[src/rtl/access_controller_gen_pkg.sv]
// access_controller_gen_pkg: phase codes, parameter defaults and the saturating failure counter helper.
package access_controller_gen_pkg;
    typedef enum logic [2:0] {
        ID_ENTRY   = 3'd0,
        ID_SEARCH  = 3'd1,
        PASS_ENTRY = 3'd2,
        PASS_CHECK = 3'd3,
        GRANTED    = 3'd4,
        LOCKOUT    = 3'd5
    } state_e;
    localparam int NUM_USERS_DEF   = 6;
    localparam int ID_DIGITS_DEF   = 4;
    localparam int PASS_DIGITS_DEF = 5;
    localparam int ROM_LAT_DEF     = 2;
    localparam int MAX_FAILS_DEF   = 3;
    localparam int LOCK_CYCLES_DEF = 1000;
    function automatic logic [2:0] sat_inc(input logic [2:0] v, input int max);
        return (int'(v) >= max) ? 3'(max) : v + 3'd1;
    endfunction
endpackage

[src/rtl/access_controller_gen_if.sv]
// access_controller_gen_if: keypad, credential ROM, game-button and status signals of the access controller.
interface access_controller_gen_if #(
    parameter int ID_DIGITS   = 4,
    parameter int PASS_DIGITS = 5
);
    logic [3:0]               digit_in;
    logic                     digit_valid;
    logic                     logout;
    logic                     reel_in;
    logic                     start_in;
    logic [5:0]               rom_addr;
    logic [4*ID_DIGITS-1:0]   rom_id;
    logic [4*PASS_DIGITS-1:0] rom_pass;
    logic                     granted;
    logic [5:0]               user_id;
    logic                     reel_out;
    logic                     start_out;
    logic [2:0]               phase;
    logic [3:0]               digit_idx;
    logic [3:0]               digit_echo;
    logic                     locked;
    logic [2:0]               fail_cnt;
    modport master (
        output digit_in, digit_valid, logout, reel_in, start_in, rom_id, rom_pass,
        input  rom_addr, granted, user_id, reel_out, start_out, phase, digit_idx,
               digit_echo, locked, fail_cnt
    );
    modport slave (
        input  digit_in, digit_valid, logout, reel_in, start_in, rom_id, rom_pass,
        output rom_addr, granted, user_id, reel_out, start_out, phase, digit_idx,
               digit_echo, locked, fail_cnt
    );
endinterface

[src/rtl/access_controller_gen_digit_accumulator.sv]
// access_controller_gen_digit_accumulator: shifts hex digits in MSB-first and counts them,
// wrapping the count on the last digit so the value stays available for comparison.
module access_controller_gen_digit_accumulator #(
    parameter int DIGITS = 4
) (
    input  logic                  clk,
    input  logic                  rst,
    input  logic                  clr_i,
    input  logic                  shift_i,
    input  logic [3:0]            digit_i,
    output logic [4*DIGITS-1:0]   value_o,
    output logic [3:0]            count_o,
    output logic                  done_o
);
    localparam int VW = 4 * DIGITS;
    logic [VW-1:0] value_q;
    logic [3:0]    count_q;
    assign done_o  = shift_i && count_q == 4'(DIGITS - 1);
    assign value_o = value_q;
    assign count_o = count_q;
    always_ff @(posedge clk or posedge rst) begin
        if (rst) begin
            value_q <= '0;
            count_q <= '0;
        end else if (clr_i) begin
            value_q <= '0;
            count_q <= '0;
        end else if (shift_i) begin
            value_q <= VW'({value_q, digit_i});
            count_q <= done_o ? 4'd0 : count_q + 4'd1;
        end
    end
endmodule

[src/rtl/access_controller_gen.sv]
// access_controller_gen: keypad ID/password login against a latency-ROM credential table,
// with failure counting, timed lockout and gating of the game buttons while granted.
module access_controller_gen
    import access_controller_gen_pkg::*;
#(
    parameter int NUM_USERS   = NUM_USERS_DEF,
    parameter int ID_DIGITS   = ID_DIGITS_DEF,
    parameter int PASS_DIGITS = PASS_DIGITS_DEF,
    parameter int ROM_LAT     = ROM_LAT_DEF,
    parameter int MAX_FAILS   = MAX_FAILS_DEF,
    parameter int LOCK_CYCLES = LOCK_CYCLES_DEF
) (
    input logic clk,
    input logic rst,
    access_controller_gen_if.slave bus_if
);
    localparam int CW = $clog2(LOCK_CYCLES + ROM_LAT + 2);
    state_e                   state_q;
    logic [CW-1:0]            cnt_q;
    logic [5:0]               addr_q, user_q;
    logic [2:0]               fail_q, fail_d;
    logic                     granted_q, locked_q, reel_q, start_q;
    logic [3:0]               echo_q;
    logic [4*ID_DIGITS-1:0]   id_val;
    logic [4*PASS_DIGITS-1:0] pass_val;
    logic [3:0]               id_cnt, pass_cnt;
    logic                     id_shift, pass_shift, id_done, pass_done;
    logic                     lat_hit, lock_end, lock_go, grant_hold;
    assign id_shift   = state_q == ID_ENTRY && bus_if.digit_valid;
    assign pass_shift = state_q == PASS_ENTRY && bus_if.digit_valid;
    assign lat_hit    = cnt_q == CW'(ROM_LAT);
    assign lock_end   = state_q == LOCKOUT && cnt_q == CW'(LOCK_CYCLES - 1);
    assign fail_d     = sat_inc(fail_q, MAX_FAILS);
    assign lock_go    = fail_d == 3'(MAX_FAILS);
    assign grant_hold = state_q == GRANTED && !bus_if.logout;
    access_controller_gen_digit_accumulator #(.DIGITS(ID_DIGITS)) u_id_acc (
        .clk(clk), .rst(rst), .clr_i(lock_end), .shift_i(id_shift), .digit_i(bus_if.digit_in),
        .value_o(id_val), .count_o(id_cnt), .done_o(id_done)
    );
    access_controller_gen_digit_accumulator #(.DIGITS(PASS_DIGITS)) u_pass_acc (
        .clk(clk), .rst(rst), .clr_i(lock_end), .shift_i(pass_shift), .digit_i(bus_if.digit_in),
        .value_o(pass_val), .count_o(pass_cnt), .done_o(pass_done)
    );
    always_ff @(posedge clk or posedge rst) begin
        if (rst) begin
            state_q   <= ID_ENTRY;
            cnt_q     <= '0;
            addr_q    <= '0;
            user_q    <= '0;
            fail_q    <= '0;
            granted_q <= 1'b0;
            locked_q  <= 1'b0;
            reel_q    <= 1'b0;
            start_q   <= 1'b0;
            echo_q    <= '0;
        end else begin
            echo_q  <= bus_if.digit_in;
            reel_q  <= grant_hold && bus_if.reel_in;
            start_q <= grant_hold && bus_if.start_in;
            case (state_q)
                ID_ENTRY: if (id_done) begin
                    state_q <= ID_SEARCH;
                    addr_q  <= '0;
                    cnt_q   <= '0;
                end
                // each address is held for ROM_LAT cycles before its data is trusted
                ID_SEARCH: if (!lat_hit) begin
                    cnt_q <= cnt_q + CW'(1);
                end else if (bus_if.rom_id == id_val) begin
                    user_q  <= addr_q;
                    state_q <= PASS_ENTRY;
                end else if (addr_q == 6'(NUM_USERS - 1)) begin
                    fail_q   <= fail_d;
                    cnt_q    <= '0;
                    locked_q <= lock_go;
                    state_q  <= lock_go ? LOCKOUT : ID_ENTRY;
                end else begin
                    addr_q <= addr_q + 6'd1;
                    cnt_q  <= '0;
                end
                PASS_ENTRY: if (pass_done) begin
                    state_q <= PASS_CHECK;
                    addr_q  <= user_q;
                    cnt_q   <= '0;
                end
                PASS_CHECK: if (!lat_hit) begin
                    cnt_q <= cnt_q + CW'(1);
                end else if (bus_if.rom_pass == pass_val) begin
                    state_q   <= GRANTED;
                    granted_q <= 1'b1;
                    fail_q    <= '0;
                end else begin
                    fail_q   <= fail_d;
                    cnt_q    <= '0;
                    locked_q <= lock_go;
                    state_q  <= lock_go ? LOCKOUT : PASS_ENTRY;
                end
                GRANTED: if (bus_if.logout) begin
                    state_q   <= ID_ENTRY;
                    granted_q <= 1'b0;
                    user_q    <= '0;
                end
                LOCKOUT: if (lock_end) begin
                    state_q  <= ID_ENTRY;
                    locked_q <= 1'b0;
                    fail_q   <= '0;
                    user_q   <= '0;
                    addr_q   <= '0;
                    cnt_q    <= '0;
                end else begin
                    cnt_q <= cnt_q + CW'(1);
                end
                default: state_q <= ID_ENTRY;
            endcase
        end
    end
    assign bus_if.rom_addr   = addr_q;
    assign bus_if.granted    = granted_q;
    assign bus_if.user_id    = user_q;
    assign bus_if.reel_out   = reel_q;
    assign bus_if.start_out  = start_q;
    assign bus_if.phase      = state_q;
    assign bus_if.digit_idx  = state_q == PASS_ENTRY ? pass_cnt : id_cnt;
    assign bus_if.digit_echo = echo_q;
    assign bus_if.locked     = locked_q;
    assign bus_if.fail_cnt   = fail_q;
endmodule

[src/flat_wrapper.sv]
// flat-port wrapper written by rule: the top's interface ports become plain ports
module access_controller_gen_flat import access_controller_gen_pkg::*;
#(
    parameter int NUM_USERS   = NUM_USERS_DEF,
    parameter int ID_DIGITS   = ID_DIGITS_DEF,
    parameter int PASS_DIGITS = PASS_DIGITS_DEF,
    parameter int ROM_LAT     = ROM_LAT_DEF,
    parameter int MAX_FAILS   = MAX_FAILS_DEF,
    parameter int LOCK_CYCLES = LOCK_CYCLES_DEF
)
  (clk, rst, bus_if_digit_in, bus_if_digit_valid, bus_if_logout, bus_if_reel_in, bus_if_start_in, bus_if_rom_id, bus_if_rom_pass, bus_if_rom_addr, bus_if_granted, bus_if_user_id, bus_if_reel_out, bus_if_start_out, bus_if_phase, bus_if_digit_idx, bus_if_digit_echo, bus_if_locked, bus_if_fail_cnt);
  access_controller_gen_if #(.ID_DIGITS(ID_DIGITS), .PASS_DIGITS(PASS_DIGITS)) bus_if_i ();
  input logic clk;
  input logic rst;
  input wire logic [$bits(bus_if_i.digit_in)-1:0] bus_if_digit_in;
  input wire logic [$bits(bus_if_i.digit_valid)-1:0] bus_if_digit_valid;
  input wire logic [$bits(bus_if_i.logout)-1:0] bus_if_logout;
  input wire logic [$bits(bus_if_i.reel_in)-1:0] bus_if_reel_in;
  input wire logic [$bits(bus_if_i.start_in)-1:0] bus_if_start_in;
  input wire logic [$bits(bus_if_i.rom_id)-1:0] bus_if_rom_id;
  input wire logic [$bits(bus_if_i.rom_pass)-1:0] bus_if_rom_pass;
  output wire logic [$bits(bus_if_i.rom_addr)-1:0] bus_if_rom_addr;
  output wire logic [$bits(bus_if_i.granted)-1:0] bus_if_granted;
  output wire logic [$bits(bus_if_i.user_id)-1:0] bus_if_user_id;
  output wire logic [$bits(bus_if_i.reel_out)-1:0] bus_if_reel_out;
  output wire logic [$bits(bus_if_i.start_out)-1:0] bus_if_start_out;
  output wire logic [$bits(bus_if_i.phase)-1:0] bus_if_phase;
  output wire logic [$bits(bus_if_i.digit_idx)-1:0] bus_if_digit_idx;
  output wire logic [$bits(bus_if_i.digit_echo)-1:0] bus_if_digit_echo;
  output wire logic [$bits(bus_if_i.locked)-1:0] bus_if_locked;
  output wire logic [$bits(bus_if_i.fail_cnt)-1:0] bus_if_fail_cnt;
  assign bus_if_i.digit_in = bus_if_digit_in;
  assign bus_if_i.digit_valid = bus_if_digit_valid;
  assign bus_if_i.logout = bus_if_logout;
  assign bus_if_i.reel_in = bus_if_reel_in;
  assign bus_if_i.start_in = bus_if_start_in;
  assign bus_if_i.rom_id = bus_if_rom_id;
  assign bus_if_i.rom_pass = bus_if_rom_pass;
  assign bus_if_rom_addr = bus_if_i.rom_addr;
  assign bus_if_granted = bus_if_i.granted;
  assign bus_if_user_id = bus_if_i.user_id;
  assign bus_if_reel_out = bus_if_i.reel_out;
  assign bus_if_start_out = bus_if_i.start_out;
  assign bus_if_phase = bus_if_i.phase;
  assign bus_if_digit_idx = bus_if_i.digit_idx;
  assign bus_if_digit_echo = bus_if_i.digit_echo;
  assign bus_if_locked = bus_if_i.locked;
  assign bus_if_fail_cnt = bus_if_i.fail_cnt;
  access_controller_gen #(.NUM_USERS(NUM_USERS), .ID_DIGITS(ID_DIGITS), .PASS_DIGITS(PASS_DIGITS), .ROM_LAT(ROM_LAT), .MAX_FAILS(MAX_FAILS), .LOCK_CYCLES(LOCK_CYCLES)) u_core (.clk(clk), .rst(rst), .bus_if(bus_if_i));
endmodule
[config.mk]
export PLATFORM = sky130hd
export DESIGN_NAME = access_controller_gen_flat
export DESIGN_NICKNAME = d
export VERILOG_FILES = /design/src/rtl/access_controller_gen_pkg.sv /design/src/rtl/access_controller_gen_if.sv /design/src/rtl/access_controller_gen_digit_accumulator.sv /design/src/rtl/access_controller_gen.sv /design/src/flat_wrapper.sv
export SDC_FILE = /design/constraint.sdc
export NUM_CORES = 1
export LEC_CHECK = 0
export ABC_CLOCK_PERIOD_IN_PS = 2300
export BUFFER_PORTS_ARGS = -buffer_cell sky130_fd_sc_hd__buf_2
export CORE_MARGIN = 1.5
export CORE_UTILIZATION = 51
export CTS_CLUSTER_DIAMETER = 200
export DETAILED_ROUTE_END_ITERATION = 8
export PLACE_DENSITY = 0.77
export SETUP_SLACK_MARGIN = 0.2
export SYNTH_ARGS = -nofsm -noshare
export SYNTH_HDL_FRONTEND = slang
export SYNTH_SLANG_ARGS = --single-unit
[constraint.sdc]
create_clock -name clk -period 2.3 [get_ports clk]
set_clock_uncertainty 0.05 [all_clocks]
set_input_delay 0 -clock clk [delete_from_list [all_inputs] [get_ports clk]]
set_output_delay 0 -clock clk [all_outputs]
set_load 0.01 [all_outputs]
==> flow_results.org, run 1 <==
** Routing
- In the routed layout, each cell is associated on average with a via count of 5.70.
- The detail route stage leaves a number of antenna-violating nets equal to 0.
- Wirelength, routed :: about 11000 um
- DRC violation total after the first TritonRoute iteration :: 200
- For this run, design rule violations remaining after detail routing come to 0.
- Count of vias placed by the detailed router :: roughly 4000
- Number of detailed-route iterations in the first pass :: 5
- Dividing the detail-routed wire length by the instance count gives 15.9 um.

** Power and ir drop
- Leak pwr :: around 0.0026 uW
- Power per cell area :: between 400 and 500 nW/um2
- Max IR drop VDD :: between 300 and 400 uV

** Die
- I/O pin cnt :: 76
- The die covers ~9000 um2.
- Number of placement rows :: 33
- The total area inside the core boundary comes to between 8000 and 9000 um2.
- From left edge to right edge, the die measures about 95 um.
- Die outline height :: around 95 um
- Once the floorplan was initialized, standard cells occupied roughly 53% of the core.

** Logic synthesis
- Counting flops with a built-in enable in the synthesized netlist gives 0.
- The cell count after synthesis came out at about 470.
- Portion of the post-synthesis area used by sequential elements :: around 46%
- Leading register cell type out of synthesis :: dfrtp_1
- Synthesized area :: between 4000 and 5000 um2
- Proportion of synthesized flip-flops having asynchronous set or reset :: between 90% and 100%
- For this run, the number of Yosys warnings is 0.
- The number of nets in the synthesized netlist is 527.
- Average size of a mapped cell :: roughly 9.2 um2
- Count of cell types in the netlist :: 56
- Synthesis inferred 80 register bits.

** Final layout
- After routing the design area is about 5700 um2.
- Commonest cells after routing, fill and taps aside :: nand2_1, dfrtp_1, buf_2, a21oi_1, buf_4
- Ratio of cells with drive above 1 in the final layout :: around 34%
- Final core utilization :: 69.0%
- In the final design database the tool counted ~640 nets.
- Most frequent standard cell in the layout excluding fill and tap cells :: nand2_1
- For this run, the number of standard cells in the final layout without fillers is between 600 and 700.
- Antenna Diode Count :: 0
- After filler insertion, the fill cell instance count of the layout stands at ~660.
- Area overhead of the layout relative to synthesis :: 31.2%

** Setup path
- In this run the worst setup path begins at u_core.u_id_acc.count_o[1].
- Arrival time worst endpoint :: 2.41 ns
- The critical path in this run is classified as register to register.
- Critical Path Sink Type :: register
- In this run the critical register-to-register path is captured at u_core.bus_if.rom_addr[0].
- Setup slack of the most critical reg-to-reg path :: between 0.08 and 0.09 ns
- Depth of the worst register-to-register path :: 7
- For the worst setup path, the data required time is roughly 2.5 ns.
- In this run the worst path has a maximum fanout of 3.
- Launch instance of the worst register-to-register path :: u_core.u_id_acc.count_o[1]
- Endpoint of the worst setup timing path :: u_core.bus_if.rom_addr[0]
- The worst setup path is launched from a register.

** Timing
- Setup repair after global routing could not meet its margin everywhere.
- Number of endpoints with negative hold slack in the final report :: 0
- The routed design could run at a clock period as short as 2.22 ns.
- Setup total negative slack on the finished layout was measured at 0 ns.
- Transition time of the tightest slew-check pin :: roughly 0.54 ns
- After layout, the worst path uses between 90 and 100% of the clock period.
- The worst pin sits at a relative slew slack of between 60 and 70%.
- The final number of max-transition violations is 0.
- Static timing analysis puts the maximum clock frequency at between 400 and 500 MHz.
- Setup-failing EPs final :: 0

** Clock tree
- The later pin in the worst-skew pair is clocked with a latency of about 0.36 ns.
- The clock net in this run drives a total of 80 sinks.
- H-tree depth :: 3
- Clock slew seen by the registers of the worst setup and hold paths :: 0.10 ns
- The clock passes through at most 2 buffers.
- The tree is rooted in a clkbuf_8.
- Inserted Clock Buffers :: 9
- Clock tree from TritonCTS :: yes

** Placed design
- Dpl hpwl :: between 7000 and 8000 um
- Final RePlAce weighted congestion :: around 0.85
- Dpl cells :: 658
- Count of buffers from port buffering :: 75
- Once placement finished, the instance area stood at around 5000 um2.

** Flow run
- Max-cap viol count :: 0

** Min path
- Min-delay worst type :: input port to register

** Global routing
- Global routing finished with a remaining overflow of 0.
- GRT Resource Usage Total :: 24.6%
- The number of global-route vias before repair came to between 3000 and 4000.
- The first global-routing pass estimated between 15000 and 20000 um of wire.
- Entering global routing, the biggest net connects 81 pins.
- The number of antenna violations at the first check in global routing was 0.

** Status
- The run finished with clean final reports.
worst max-delay path, stage by stage, from the launching register on:
cell     delay (ns)
dfrtp_1        0.38
ha_2           0.19
or4b_4         0.47
a21oi_4        0.18
a32oi_1        0.07
a211o_1        0.35
nor2_4         0.13
mux2_4         0.30
cell type report:
class	count	area [um2]	area share, %
multi-input cells	358	2430	42.9
flip-flops and latches	80	2010	35.4
well taps	105	131	2.32
clock buffers	10	138	2.43
clock inverters	6	76.3	1.35
inverters	14	56.3	0.994
repair buffers	126	826	14.6
worst min path at each step:
| stage | from | to | slack (ns) | cells after the start |
|---|---|---|---|---|
| after floorplan | bus_if_digit_in[0] | u_core.bus_if.digit_echo[0] | -0.02 | 0 |
| after detailed placement | bus_if_digit_in[1] | u_core.bus_if.digit_echo[1] | 0.09 | 1 |
| after CTS | bus_if_digit_valid | u_core.u_pass_acc.value_o[4] | 0.15 | 5 |
| after global placement | bus_if_digit_in[2] | u_core.bus_if.digit_echo[2] | 0.09 | 1 |
| after global routing | bus_if_digit_valid | u_core.u_pass_acc.value_o[16] | 0.19 | 5 |
| final | bus_if_digit_valid | u_core.u_pass_acc.value_o[1] | 0.17 | 5 |
synth_stat cells (2+ instances only):
library cell | instances | area share (%)
and3_1 | 6 | 0.87
buf_1 | 2 | 0.17
nand4_1 | 8 | 1.2
ha_1 | 9 | 2.6
o21a_1 | 2 | 0.35
nor2_1 | 20 | 1.7
a211o_1 | 3 | 0.61
o21ai_0 | 7 | 0.81
and2_1 | 3 | 0.43
mux2_2 | 5 | 1.3
or3_1 | 4 | 0.58
dfrtp_1 | 80 | 46
xor2_1 | 21 | 4.3
nor3_1 | 5 | 0.58
a21oi_1 | 55 | 6.4
nand3_1 | 6 | 0.70
mux2_1 | 2 | 0.52
o31ai_1 | 4 | 0.70
mux2i_1 | 6 | 1.4
a2bb2oi_1 | 4 | 0.81
or4b_1 | 2 | 0.46
xnor2_1 | 16 | 3.2
nor4b_1 | 3 | 0.61
inv_1 | 14 | 1.2
nor4_2 | 2 | 0.58
nor2b_1 | 2 | 0.29
nor3b_1 | 2 | 0.35
a31oi_1 | 15 | 2.2
o22a_1 | 2 | 0.41
or2_2 | 3 | 0.43
nand2_1 | 108 | 9.4
nand2b_1 | 3 | 0.43
o22ai_1 | 4 | 0.58
clkbuf_1 | 17 | 1.5
nor4_1 | 5 | 0.72
o31ai_2 | 2 | 0.58
logic make-up (layout without fill, tap and decap cells):
logic type | after synthesis | in the layout | share of synthesized area (%)
compound gates | 111 | 111 | 16.2
flops | 80 | 80 | 46.3
mux | 13 | 13 | 3.22
simple gates | 188 | 188 | 21.1
xor+xnor | 37 | 37 | 7.50
fa+ha+maj | 9 | 9 | 2.61
buf+inv | 34 | 156 | 3.04
metrics by stage:
step | hold WS (ns) | total power (uW) | setup WS (ns)
after global placement | 0.0930 | 1570 | 0.132
after global routing | 0.186 | 2770 | 0.0342
final | 0.172 | 2680 | 0.0810
after CTS | 0.146 | 2690 | 0.137
after floorplan | -0.0186 | 1500 | 0.0948
after detailed placement | 0.0923 | 1570 | 0.0791
power breakdown:
group	leakage [uW]	total, uW	internal [uW]	switching (uW)
logic	0.00148	139	69.0	69.9
registers	0.00102	1420	1410	5.59
clock network	0.000109	1120	549	569
total	0.00261	2680	2030	645
routing by layer:
metal	track usage (%)	wire, um
met1	30.1	4580
met2	43.2	5770
met3	5.26	580
met4	7.46	165
met5	0	0
state kept, by name, summed over array words and instances (netlist names), 4 cells and up:
| name | cells |
|---|---|
| u_core.bus_if.digit_echo | 4 |
| u_core.bus_if.rom_addr | 6 |
| u_core.bus_if.user_id | 6 |
| u_core.cnt_q | 10 |
| u_core.u_id_acc.count_o | 4 |
| u_core.u_id_acc.value_o | 16 |
| u_core.u_pass_acc.count_o | 4 |
| u_core.u_pass_acc.value_o | 20 |
what timing repair did:
action                     4_1_cts  5_1_grt
pin swaps                        1       15
hold endpoints to repair        95        0
buffers inserted                 5       12
setup endpoints to repair       21       33
hold buffers                     8        0
gates resized for setup          7       39
No activity file was read; power rests on OpenSTA's default activity.
==> run 2, diff against run 1 <==
--- a/constraint.sdc
+++ b/constraint.sdc
@@ -4,2 +4,2 @@
 set_output_delay 0 -clock clk [all_outputs]
-set_load 0.01 [all_outputs]
+set_load 0.05 [all_outputs]
==> run 2 against run 1 <==
The flow now finishes with violations (negative setup slack). Total power up 6.5%. Maximum frequency shrank 5.2%. Count of clock-buffer cells in the layout down 1. Clock power rose by 14%. Final cell count unchanged.
==> flow_results.org, run 2 (same netlist as run 1, synthesis figures left out) <==
** Status
- Run status :: finished with violations
- The checks that failed: negative setup slack.

** Global routing
- Number of global-route vias before repair :: 3764 (-2.9%)
- The pin count of the biggest net entering global routing is 45 (-44%).
- The first-pass GRT wire length was 17500 um (+0.44%).
- Antenna violations before repair :: 0 (unchanged)
- The all-layer global routing usage was 24.8% (+0.28 points).
- The total congestion overflow after global routing is 0 (unchanged).

** Setup path
- Setup slack of the most critical reg-to-reg path :: -0.04 ns (-0.12 ns)
- Startpoint type of the worst setup path :: register
- Most common cell on crit path :: buf_6
- Endpoint of the lowest-slack register-to-register path :: u_core.bus_if.rom_addr[0]
- Tracing the worst setup path back leads to its startpoint at u_core.cnt_q[0].
- Worst path required time :: 2.49 ns (about the same)
- The worst setup path is captured at a register.
- Worst-path cell with the longest stage delay :: nor4_4
- The cell family contributing the most delay on the critical path is simple AND/OR/NAND/NOR gates.
- Endpoint of the worst setup timing path :: u_core.bus_if.rom_addr[0]
- In this run the critical register-to-register path is launched from u_core.cnt_q[0].
- The biggest cell delay along the critical path is 0.38 ns (-0.09 ns).
- Count of buffer and inverter cells on the critical path :: 3 (+3)
- CP max FO :: 3 (unchanged)
- Arrival time worst endpoint :: 2.53 ns (+0.12 ns)
- Traced cell by cell, the critical path runs through buf_4 > buf_6 > buf_6 > ha_4 > nand3_2 > nor4_4 > nor2_1 > a211o_1 > nor2_4 > mux2_4.
- The depth of the worst register-to-register path came to 10 (+3).
- The setup path with the least slack is of type register to register.
- The critical path depth in cells came to 10 (+3).

** Timing
- Setup-failing EPs final :: 3 (+3)
- Setup repair after global routing could not meet its margin everywhere.
- The final number of hold-violating endpoints was 0 (unchanged).
- Part of the cycle the worst path needs :: 102% (+5.3 points)
- The maximum achievable frequency came to 427 MHz (-5.2%).
- Worst Slack Setup Final :: -0.0413 ns (-0.122 ns)
- Transition time of the tightest slew-check pin :: 0.941 ns (+0.398 ns)
- Post-layout minimum cycle time :: 2.34 ns (+0.122 ns)
- Relative slew margins :: 37.1% (-26 points)
- Final slew viol count :: 0 (unchanged)

** Clock tree
- Clk sink count :: 80 (unchanged)
- H-tree depth :: 3 (unchanged)
- Inserted Clock Buffers :: 9 (unchanged)
- Deepest clock path buffer count :: 2 (unchanged)
- Clk Tree Root Cell :: clkbuf_8
- TritonCTS built the clock tree.
- Clock network latency to the later pin of the worst-skew pair :: 0.35 ns (about the same)
- Clock slew seen by the registers of the worst setup and hold paths :: 0.09 ns (about the same)

** Die
- The site row count was 33 (unchanged).
- DIE AREA :: 9030 um2 (unchanged)
- I/O pin cnt :: 76 (unchanged)
- Area of the placeable core :: 8220 um2 (unchanged)
- The height of the chip was 95.0 um (unchanged).
- Starting utilization of the core area :: 52.6% (unchanged)
- The horizontal die dimension came to 95.0 um (unchanged).

** Final layout
- Ratio of cells with drive above 1 in the final layout :: 34.7% (+1.0 points)
- Relative to the synthesized area, the layout overhead comes to 33.5%.
- The net count reported at finish was 644 (unchanged).
- The fill cell instance count of the final layout is 608 (-7.3%).
- The flip-flop count of the largest register after layout is 20 (unchanged).
- Commonest cells after routing, fill and taps aside :: nand2_1, buf_2, dfrtp_1, a21oi_1, buf_4
- Antenna Diode Count :: 0 (unchanged)
- Leaving out fill and tap cells, the most frequent cell in the layout is nand2_1.
- Register area :: 2010 um2 (+0.19%)
- Area of the multi-input gates :: 2480 um2 (+2.1%)

** Routing
- The post-detailed-route count of antenna-violating nets is 0 (unchanged).
- The number of violations reported at the end of detailed-routing iteration 0 came to 175 (-13%).
- Wirelength, routed :: 11800 um (+6.0%)
- Number of detailed-route iterations in the first pass :: 4 (-1)
- The via count of the routed design came to 4051 (+1.7%).
- DRC violations left :: 0 (unchanged)
- The mean number of vias per cell is 5.80 (+1.7%).
- Routed wire per std cell :: 16.8 um (+6.0%)

** Power and ir drop
- The largest vdd supply drop is 431 uV (+13%).
- Total Power Consumption :: 2850 uW (+6.5%)
- Combinational power share :: 5.3% (about the same)
- The power density normalized to cell area came to 494 nW/um2 (+4.7%).
- Part of the power in the clock network :: 44.9% (+3.1 points)
- Sequential fraction of design power :: 49.8% (-3.2 points)
- Share of total power consumed by net switching :: 22.7% (-1.4 points)
- The leakage power of the design came to 0.00264 uW (+1.1%).
- The switching power came to 646 uW (+0.17%).
- Int Power :: 2200 uW (+8.5%)

** Placed design
- Final RePlAce weighted congestion :: 0.888 (+4.0%)
- Dpl hpwl :: 6990 um (-2.6%)
- The number of port buffers came to 75 (unchanged).
- Worst setup timing slack at the placement stage :: 0.0634 ns (-0.0157 ns)

** Min path
- Min-delay worst type :: input port to register

** Flow run
- Max-cap viol count :: 0 (unchanged)
-- run 2: per-layer routing --
layer | part of all wire [%] | GRT usage, % | wire (um) | up-vias
li1 | - | - | - | 1883
met1 | 40 | 31.5 | 4720 | 2010
met2 | 53 | 42.7 | 6240 | 127
met3 | 4.6 | 4.15 | 540 | 31
met4 | 2.3 | 8.96 | 272 | 0
met5 | 0 | 0 | 0 | -
-- run 2: stage by stage --
step | hold slack, ns | utilization (%) | cells | TNS [ns] | instance area (um2)
after global placement | 0.0910 | 60.7 | 653 | 0 | 4980
after global routing | 0.186 | 70.2 | 699 | -2.22 | 5770
after detailed placement | 0.0920 | 60.7 | 653 | 0 | 4980
after floorplan | -0.0186 | - | 472 | 0 | 4380
after CTS | 0.148 | 66.1 | 683 | 0 | 5430
final | 0.164 | 70.2 | 699 | -0.0767 | 5770
-- run 2: how the worst min path moves through the flow --
stage | start | end | slack (ns) | cells past startpoint
final | bus_if_digit_valid | u_core.u_pass_acc.count_o[3] | 0.16 | 5
after floorplan | bus_if_digit_in[0] | u_core.bus_if.digit_echo[0] | -0.02 | 0
after global routing | bus_if_digit_valid | u_core.u_pass_acc.value_o[10] | 0.19 | 5
after detailed placement | bus_if_digit_in[0] | u_core.bus_if.digit_echo[0] | 0.09 | 1
after CTS | bus_if_digit_valid | u_core.u_pass_acc.count_o[3] | 0.15 | 5
after global placement | bus_if_digit_in[1] | u_core.bus_if.digit_echo[1] | 0.09 | 1
-- run 2: power groups by stage --
stage,logic [uW],registers [uW],clock network [uW]
5_1_grt,168,1420,1350
3_3_place_gp,138,1450,0
6_report,151,1420,1280
4_1_cts,153,1420,1290
3_5_place_dp,141,1450,0
2_1_floorplan,59.2,1460,0
-- run 2: worst register-to-register path, cell delays in order, from the launching register on --
cell     delay [ns]
dfrtp_1        0.36
buf_4          0.11
buf_6          0.09
buf_6          0.10
ha_4           0.13
nand3_2        0.11
nor4_4         0.38
nor2_1         0.11
a211o_1        0.36
nor2_4         0.14
mux2_4         0.30
-- run 2: area by class of cell --
type / instances / area share [%]
Multi-Input combinational cell: 358 / 43.1
Sequential cell: 80 / 34.9
Timing Repair Buffer: 126 / 14.6
Tap cell: 105 / 2.28
Clock buffer: 9 / 2.15
Clock inverter: 7 / 2.04
Inverter: 14 / 0.976
-- run 2: repair_timing --
| item | CTS | global route |
|---|---|---|
| resized for setup | 16 | 43 |
| endpoints found under the hold margin | 55 | 0 |
| hold buffers | 8 | 0 |
| gates cloned | 0 | 4 |
| buffers inserted | 6 | 12 |
| pin swaps | 7 | 6 |
| endpoints found under the setup margin | 26 | 68 |
